## config.mk

```make
export PLATFORM = sky130hd
export DESIGN_NAME = alu_acc16
export DESIGN_NICKNAME = d
export VERILOG_FILES = /design/src/rtl/alu_pkg.sv /design/src/rtl/alu_core16.sv /design/src/rtl/alu_acc16.sv
export SDC_FILE = /design/constraint.sdc
export NUM_CORES = 1
export LEC_CHECK = 0
export BUFFER_PORTS_ARGS = -buffer_cell sky130_fd_sc_hd__buf_2
export CAP_MARGIN = 20
export CORE_MARGIN = 4
export CORE_UTILIZATION = 67
export DETAILED_ROUTE_END_ITERATION = 8
export PLACE_DENSITY = 0.89
export SETUP_SLACK_MARGIN = 0.3
export SYNTH_ARGS = -nofsm -noshare
export SYNTH_HDL_FRONTEND = slang
export SYNTH_SLANG_ARGS = --single-unit
```

## constraint.sdc

```tcl
create_clock -name clk -period 7.48 [get_ports clk]
set_clock_uncertainty 0.05 [all_clocks]
set_input_delay 0.374 -clock clk [delete_from_list [all_inputs] [get_ports clk]]
set_output_delay 0.374 -clock clk [all_outputs]
set_load 0.01 [all_outputs]
```

## src/rtl/alu_pkg.sv

```systemverilog
// Shared opcode encodings, FSM state type and sizing constants for the
// 16-bit accumulator ALU.
package alu_pkg;

    localparam int unsigned OPCODE_W = 4;
    localparam int unsigned SHCNT_W  = 4;

    localparam logic [OPCODE_W-1:0] OP_NOP  = 4'd0;
    localparam logic [OPCODE_W-1:0] OP_LOAD = 4'd1;
    localparam logic [OPCODE_W-1:0] OP_NAND = 4'd2;
    localparam logic [OPCODE_W-1:0] OP_AND  = 4'd3;
    localparam logic [OPCODE_W-1:0] OP_OR   = 4'd4;
    localparam logic [OPCODE_W-1:0] OP_XOR  = 4'd5;
    localparam logic [OPCODE_W-1:0] OP_NOT  = 4'd6;
    localparam logic [OPCODE_W-1:0] OP_ADD  = 4'd7;
    localparam logic [OPCODE_W-1:0] OP_SUB  = 4'd8;
    localparam logic [OPCODE_W-1:0] OP_SHL  = 4'd9;
    localparam logic [OPCODE_W-1:0] OP_SHR  = 4'd10;
    localparam logic [OPCODE_W-1:0] OP_CLR  = 4'd11;

    typedef enum logic [1:0] {
        ST_IDLE  = 2'd0,
        ST_SHIFT = 2'd1,
        ST_RESP  = 2'd2
    } state_t;

endpackage

```

## src/rtl/alu_core16.sv

```systemverilog
// Single-cycle result and flag logic. Shift opcodes pass acc through with
// cleared flags; the multi-cycle shift itself is sequenced by the top.
module alu_core16
    import alu_pkg::*;
#(
    parameter int unsigned WIDTH = 16
) (
    input  logic [OPCODE_W-1:0] opcode,
    input  logic [WIDTH-1:0]    acc,
    input  logic [WIDTH-1:0]    operand,
    output logic [WIDTH-1:0]    result,
    output logic                carry,
    output logic                zero,
    output logic                ovf,
    output logic                err
);

    logic [WIDTH:0]   sumWide;
    logic [WIDTH-1:0] diff;

    assign sumWide = {1'b0, acc} + {1'b0, operand};
    assign diff    = acc - operand;

    always_comb begin
        result = acc;
        carry  = 1'b0;
        ovf    = 1'b0;
        err    = 1'b0;
        case (opcode)
            OP_NOP:  result = acc;
            OP_LOAD: result = operand;
            OP_NAND: result = ~(acc & operand);
            OP_AND:  result = acc & operand;
            OP_OR:   result = acc | operand;
            OP_XOR:  result = acc ^ operand;
            OP_NOT:  result = ~acc;
            OP_ADD: begin
                result = sumWide[WIDTH-1:0];
                carry  = sumWide[WIDTH];
                ovf    = (acc[WIDTH-1] == operand[WIDTH-1]) && (sumWide[WIDTH-1] != acc[WIDTH-1]);
            end
            OP_SUB: begin
                // carry reports an unsigned borrow
                result = diff;
                carry  = acc < operand;
                ovf    = (acc[WIDTH-1] != operand[WIDTH-1]) && (diff[WIDTH-1] != acc[WIDTH-1]);
            end
            OP_SHL, OP_SHR: result = acc;
            OP_CLR:  result = '0;
            default: err = 1'b1;
        endcase
    end

    assign zero = (result == '0);

endmodule

```

## src/rtl/alu_acc16.sv

```systemverilog
// Accumulator ALU with valid/ready handshakes: one-cycle ops respond on the
// next cycle, shifts step one bit per cycle before responding.
module alu_acc16
    import alu_pkg::*;
#(
    parameter int unsigned WIDTH = 16
) (
    input  logic                clk,
    input  logic                rst,
    input  logic                in_valid,
    output logic                in_ready,
    input  logic [OPCODE_W-1:0] opcode,
    input  logic [WIDTH-1:0]    in,
    output logic [WIDTH-1:0]    out,
    output logic                out_valid,
    input  logic                out_ready,
    output logic                carry,
    output logic                zero,
    output logic                ovf,
    output logic                err
);

    state_t               state, stateNext;
    logic [WIDTH-1:0]     acc, accNext, shifted;
    logic [SHCNT_W-1:0]   shiftCnt, shiftCntNext;
    logic                 shiftLeft, shiftLeftNext;
    logic                 carryNext, zeroNext, ovfNext, errNext;

    logic [WIDTH-1:0]     coreResult;
    logic                 coreCarry, coreZero, coreOvf, coreErr;

    alu_core16 #(.WIDTH(WIDTH)) uCore (
        .opcode  (opcode),
        .acc     (acc),
        .operand (in),
        .result  (coreResult),
        .carry   (coreCarry),
        .zero    (coreZero),
        .ovf     (coreOvf),
        .err     (coreErr)
    );

    assign shifted = shiftLeft ? {acc[WIDTH-2:0], 1'b0} : {1'b0, acc[WIDTH-1:1]};

    always_ff @(posedge clk) begin
        if (rst) begin
            state     <= ST_IDLE;
            acc       <= '0;
            shiftCnt  <= '0;
            shiftLeft <= 1'b0;
            carry     <= 1'b0;
            zero      <= 1'b1;
            ovf       <= 1'b0;
            err       <= 1'b0;
        end else begin
            state     <= stateNext;
            acc       <= accNext;
            shiftCnt  <= shiftCntNext;
            shiftLeft <= shiftLeftNext;
            carry     <= carryNext;
            zero      <= zeroNext;
            ovf       <= ovfNext;
            err       <= errNext;
        end
    end

    always_comb begin
        stateNext     = state;
        accNext       = acc;
        shiftCntNext  = shiftCnt;
        shiftLeftNext = shiftLeft;
        carryNext     = carry;
        zeroNext      = zero;
        ovfNext       = ovf;
        errNext       = err;
        case (state)
            ST_IDLE: begin
                if (in_valid) begin
                    accNext   = coreResult;
                    carryNext = coreCarry;
                    zeroNext  = coreZero;
                    ovfNext   = coreOvf;
                    errNext   = coreErr;
                    // A zero-length shift completes like any single-cycle op
                    if ((opcode == OP_SHL || opcode == OP_SHR) && in[SHCNT_W-1:0] != '0) begin
                        stateNext     = ST_SHIFT;
                        shiftCntNext  = in[SHCNT_W-1:0];
                        shiftLeftNext = (opcode == OP_SHL);
                    end else begin
                        stateNext = ST_RESP;
                    end
                end
            end
            ST_SHIFT: begin
                accNext      = shifted;
                carryNext    = shiftLeft ? acc[WIDTH-1] : acc[0];
                zeroNext     = (shifted == '0);
                shiftCntNext = shiftCnt - SHCNT_W'(1);
                if (shiftCnt == SHCNT_W'(1)) begin
                    stateNext = ST_RESP;
                end
            end
            ST_RESP: begin
                if (out_ready) begin
                    stateNext = ST_IDLE;
                end
            end
            default: stateNext = ST_IDLE;
        endcase
    end

    assign in_ready  = (state == ST_IDLE);
    assign out_valid = (state == ST_RESP);
    assign out       = acc;

endmodule

```

==> flow_summary_export.csv <==
group,metric,value,unit
timing,slew_headroom,0.2068,
place,dpl_worst_slack,3203,ps
timing,timing.final.crit_period,4241,ps
timing,worst_slew_pin_slew,1185,ps
synth,syn_area,0.004818,mm²
critical_path,crit_slowest_cell,"a2111oi_2",
floorplan,initial_core_util,0.6976,
timing,setup_viol,0,
drt,ant_nets,0,
floorplan,die_area,0.008613,mm²
drt,drtPass1Iterations,6,
power_and_ir_drop,p_leak,2.077,nW
synth,synth_compound_area_frac,0.3799,
synth,ys_seq_area_frac,0.1122,
synth,ys_types,83,
cts,root_buffer,"clkbuf_8",
cts,post_cts_buffers,0,
critical_path,crit_family,"compound AO/OA/AOI/OAI gates",
timing,hold_slack,364.1,ps
floorplan,die_h,92.81,µm
global_route,first_global_vias,5330,
timing,hold_viol,0,
cts,clk_pin_slew,100,ps
global_route,grt.overflow.total,0,
cells_and_area,area_delta_synth_final,3.999,%
floorplan,dieWidth,92.81,µm
timing,setup_ws,3239,ps
cells_and_area,final_nets,758,
drt,dr.first_iter.drc_count,751,
critical_path,crit_top_cell,"and3_1",
timing,rsz0062_at_grt,"no",
outcome,status,"finished clean",
cells_and_area,insertedDiodeCount,0,
drt,drcViolationCount,0,
floorplan,fp-row-count,30,
synth,synth-simple-area-share,0.2101,
synth,synth_top_family_by_area,"compound AO/OA/AOI/OAI gates",
timing,slew_viol_final,0,
cells_and_area,drive_gt1_frac,0.1081,
critical_path,cpPeakStageDelay,700,ps
timing,max_freq,235.8,MHz
critical_path,path_cells,"inv_1, ha_1, and3_1, and3_1, a2111oi_2, nor4_1, o41a_1, a221o_1, o221a_2, or4b_4, o31ai_4",
flow_run,cap_violations,0,
critical_path,arrival,4400,ps
global_route,grt_pass1_wl,27190,µm
cts,clock-sinks,27,
synth,synthXorXnorAreaFrac,0.01454,
critical_path,crit_buf_inv,1,
synth,synth_edf_count,0,
synth,syn_nets,755,
drt,vias,5685,
cells_and_area,fillCellCount,591,
cts,holdBufCountCts,0,
critical_path,path_class,"reg -> reg",
timing,fin_crit_sh,0.5669,
floorplan,coreArea,0.006907,mm²
cts,htreeDepth,1,
drt,wl,17330,µm
place,dp_hpwl,12750,µm
drt,vias_per_cell,7.374,
synth,synthCells,673,
cts,insertion_delay,280,ps
place,port_buffers,45,
synth,synth_flop_cell,"dfxtp_1",
critical_path,cp-start-kind,"register",
place,place.gp.congestion,1.055,
timing,fin_tns_setup,0,ps
global_route,antenna_found_initial,0,
synth,synthAdderAreaFrac,0.1537,
cts,cts_tree,"done",
cts,cts_made_buffers,3,
synth,yosysWarningCount,0,
power_and_ir_drop,ir_worst_vdd,0.09803,mV
floorplan,ios,46,
cts,post_cts_resize_count,0,
cts,clk_path_buf_depth,2,
critical_path,cp-end-kind,"register",
place,dpl.cell_count,767,
synth,syn_area_per_cell,7.160,µm²
cells_and_area,fin_util,0.7255,
power_and_ir_drop,p_per_area,122.2,mW/mm²
synth,synthArstFlopShare,0,
global_route,grt_max_degree,41,
cells_and_area,final_cells,771,
synth,muxShareOfSynthArea,0.04155,
drt,wire_per_inst,22.47,µm
synth,synth_seq_cells,27,
global_route,grtUsageTotal,0.3907,
critical_path,crit_path_max_fanout,12,
hold_path,holdCritPathClass,"in -> reg",
critical_path,required,7640,ps
-- registers in the layout (all words and copies together), names as in the netlist --
register   cells
carry          1
err            1
out           16
ovf            1
shiftCnt       4
shiftLeft      1
state          2
zero           1
-- placed cells by master (no fill, tap or decap), drive strengths merged, types with 6 or more instances in the layout --
master / instances
a31oi: 11
nor2: 63
a21oi: 66
a211o: 7
o21ai: 33
o21a: 6
o22ai: 17
ha: 56
buf: 47
dfxtp: 27
o21bai: 7
a211oi: 10
inv: 56
o32ai: 6
or3: 7
nand2: 39
nand2b: 9
o211ai: 9
nor3: 19
o221ai: 9
a311oi: 7
mux2i: 20
a221oi: 13
nor2b: 15
nand3: 11
a221o: 7
-- final cells by class --
| cell class | instances | area, µm² | area share |
|---|---|---|---|
| multi-input cells | 541 | 3854 | 0.7690 |
| well taps | 96 | 120.1 | 0.02397 |
| clock inverters | 1 | 5.005 | 0.0009988 |
| clock buffers | 3 | 41.29 | 0.008240 |
| inverters | 56 | 210.2 | 0.04195 |
| flip-flops and latches | 27 | 540.5 | 0.1079 |
| repair buffers | 47 | 240.2 | 0.04794 |
-- worst reg2reg max path, cell delays in order, from the launching register on --
cell and delay (ps):
dfxtp_1 530, inv_1 200, ha_1 490, and3_1 250
and3_1 210, a2111oi_2 700, nor4_1 170, o41a_1 460
a221o_1 310, o221a_2 130, or4b_4 500, o31ai_4 170
-- logic make-up after synthesis --
logic type / after synthesis
flops: 27
fa+ha+maj: 58
xor+xnor: 8
buf+inv: 105
compound gates: 256
simple gates: 199
mux: 20
-- routing by layer --
metal,routed length [µm],part of all wire,global-route usage
met1,6891,0.40,0.5155
met2,7304,0.42,0.5897
met3,1952,0.11,0.08530
met4,1178,0.068,0.2088
met5,0,0,0
-- synth_stat cells, types with 13 or more instances --
library cell	number	area [µm²]
a21oi_1	65	325.3
a221oi_1	13	113.9
buf_2	14	70.07
clkbuf_1	25	93.84
dfxtp_1	27	540.5
ha_1	56	700.7
inv_1	56	210.2
mux2i_1	20	200.2
nand2_1	39	146.4
nor2_1	63	236.5
nor2b_1	15	93.84
nor3_1	19	95.09
o21ai_0	33	165.2
o22ai_1	17	106.4
-- final timing paths --
path | from | end | slack [ps] | cells past startpoint
setup / recovery | out[8] | zero | 3240 | 11
hold / removal | out_ready | state[1] | 360 | 4
setup reg to reg | out[8] | zero | 3240 | 11
hold reg to reg | err | err | 420 | 2
-- stage by stage --
| step | instance area (µm²) | power [W] |
|---|---|---|
| 6_report | 5011 | 0.0006124 |
| 5_1_grt | 5011 | 0.0006429 |
| 4_1_cts | 5011 | 0.0005953 |
| 3_5_place_dp | 4965 | 0.0005120 |
| 3_3_place_gp | 4965 | 0.0005071 |
| 2_1_floorplan | 4818 | 0.0004178 |
-- power breakdown --
part / leakage [nW] / switching, W / total [W] / internal (W)
clock: 0.0255 / 0.0000466 / 0.0000840 / 0.0000374
sequential: 0.221 / 0.0000282 / 0.000183 / 0.000154
combinational: 1.83 / 0.000217 / 0.000346 / 0.000129
total: 2.08 / 0.000292 / 0.000612 / 0.000320
(Power assumes the default switching activity.)
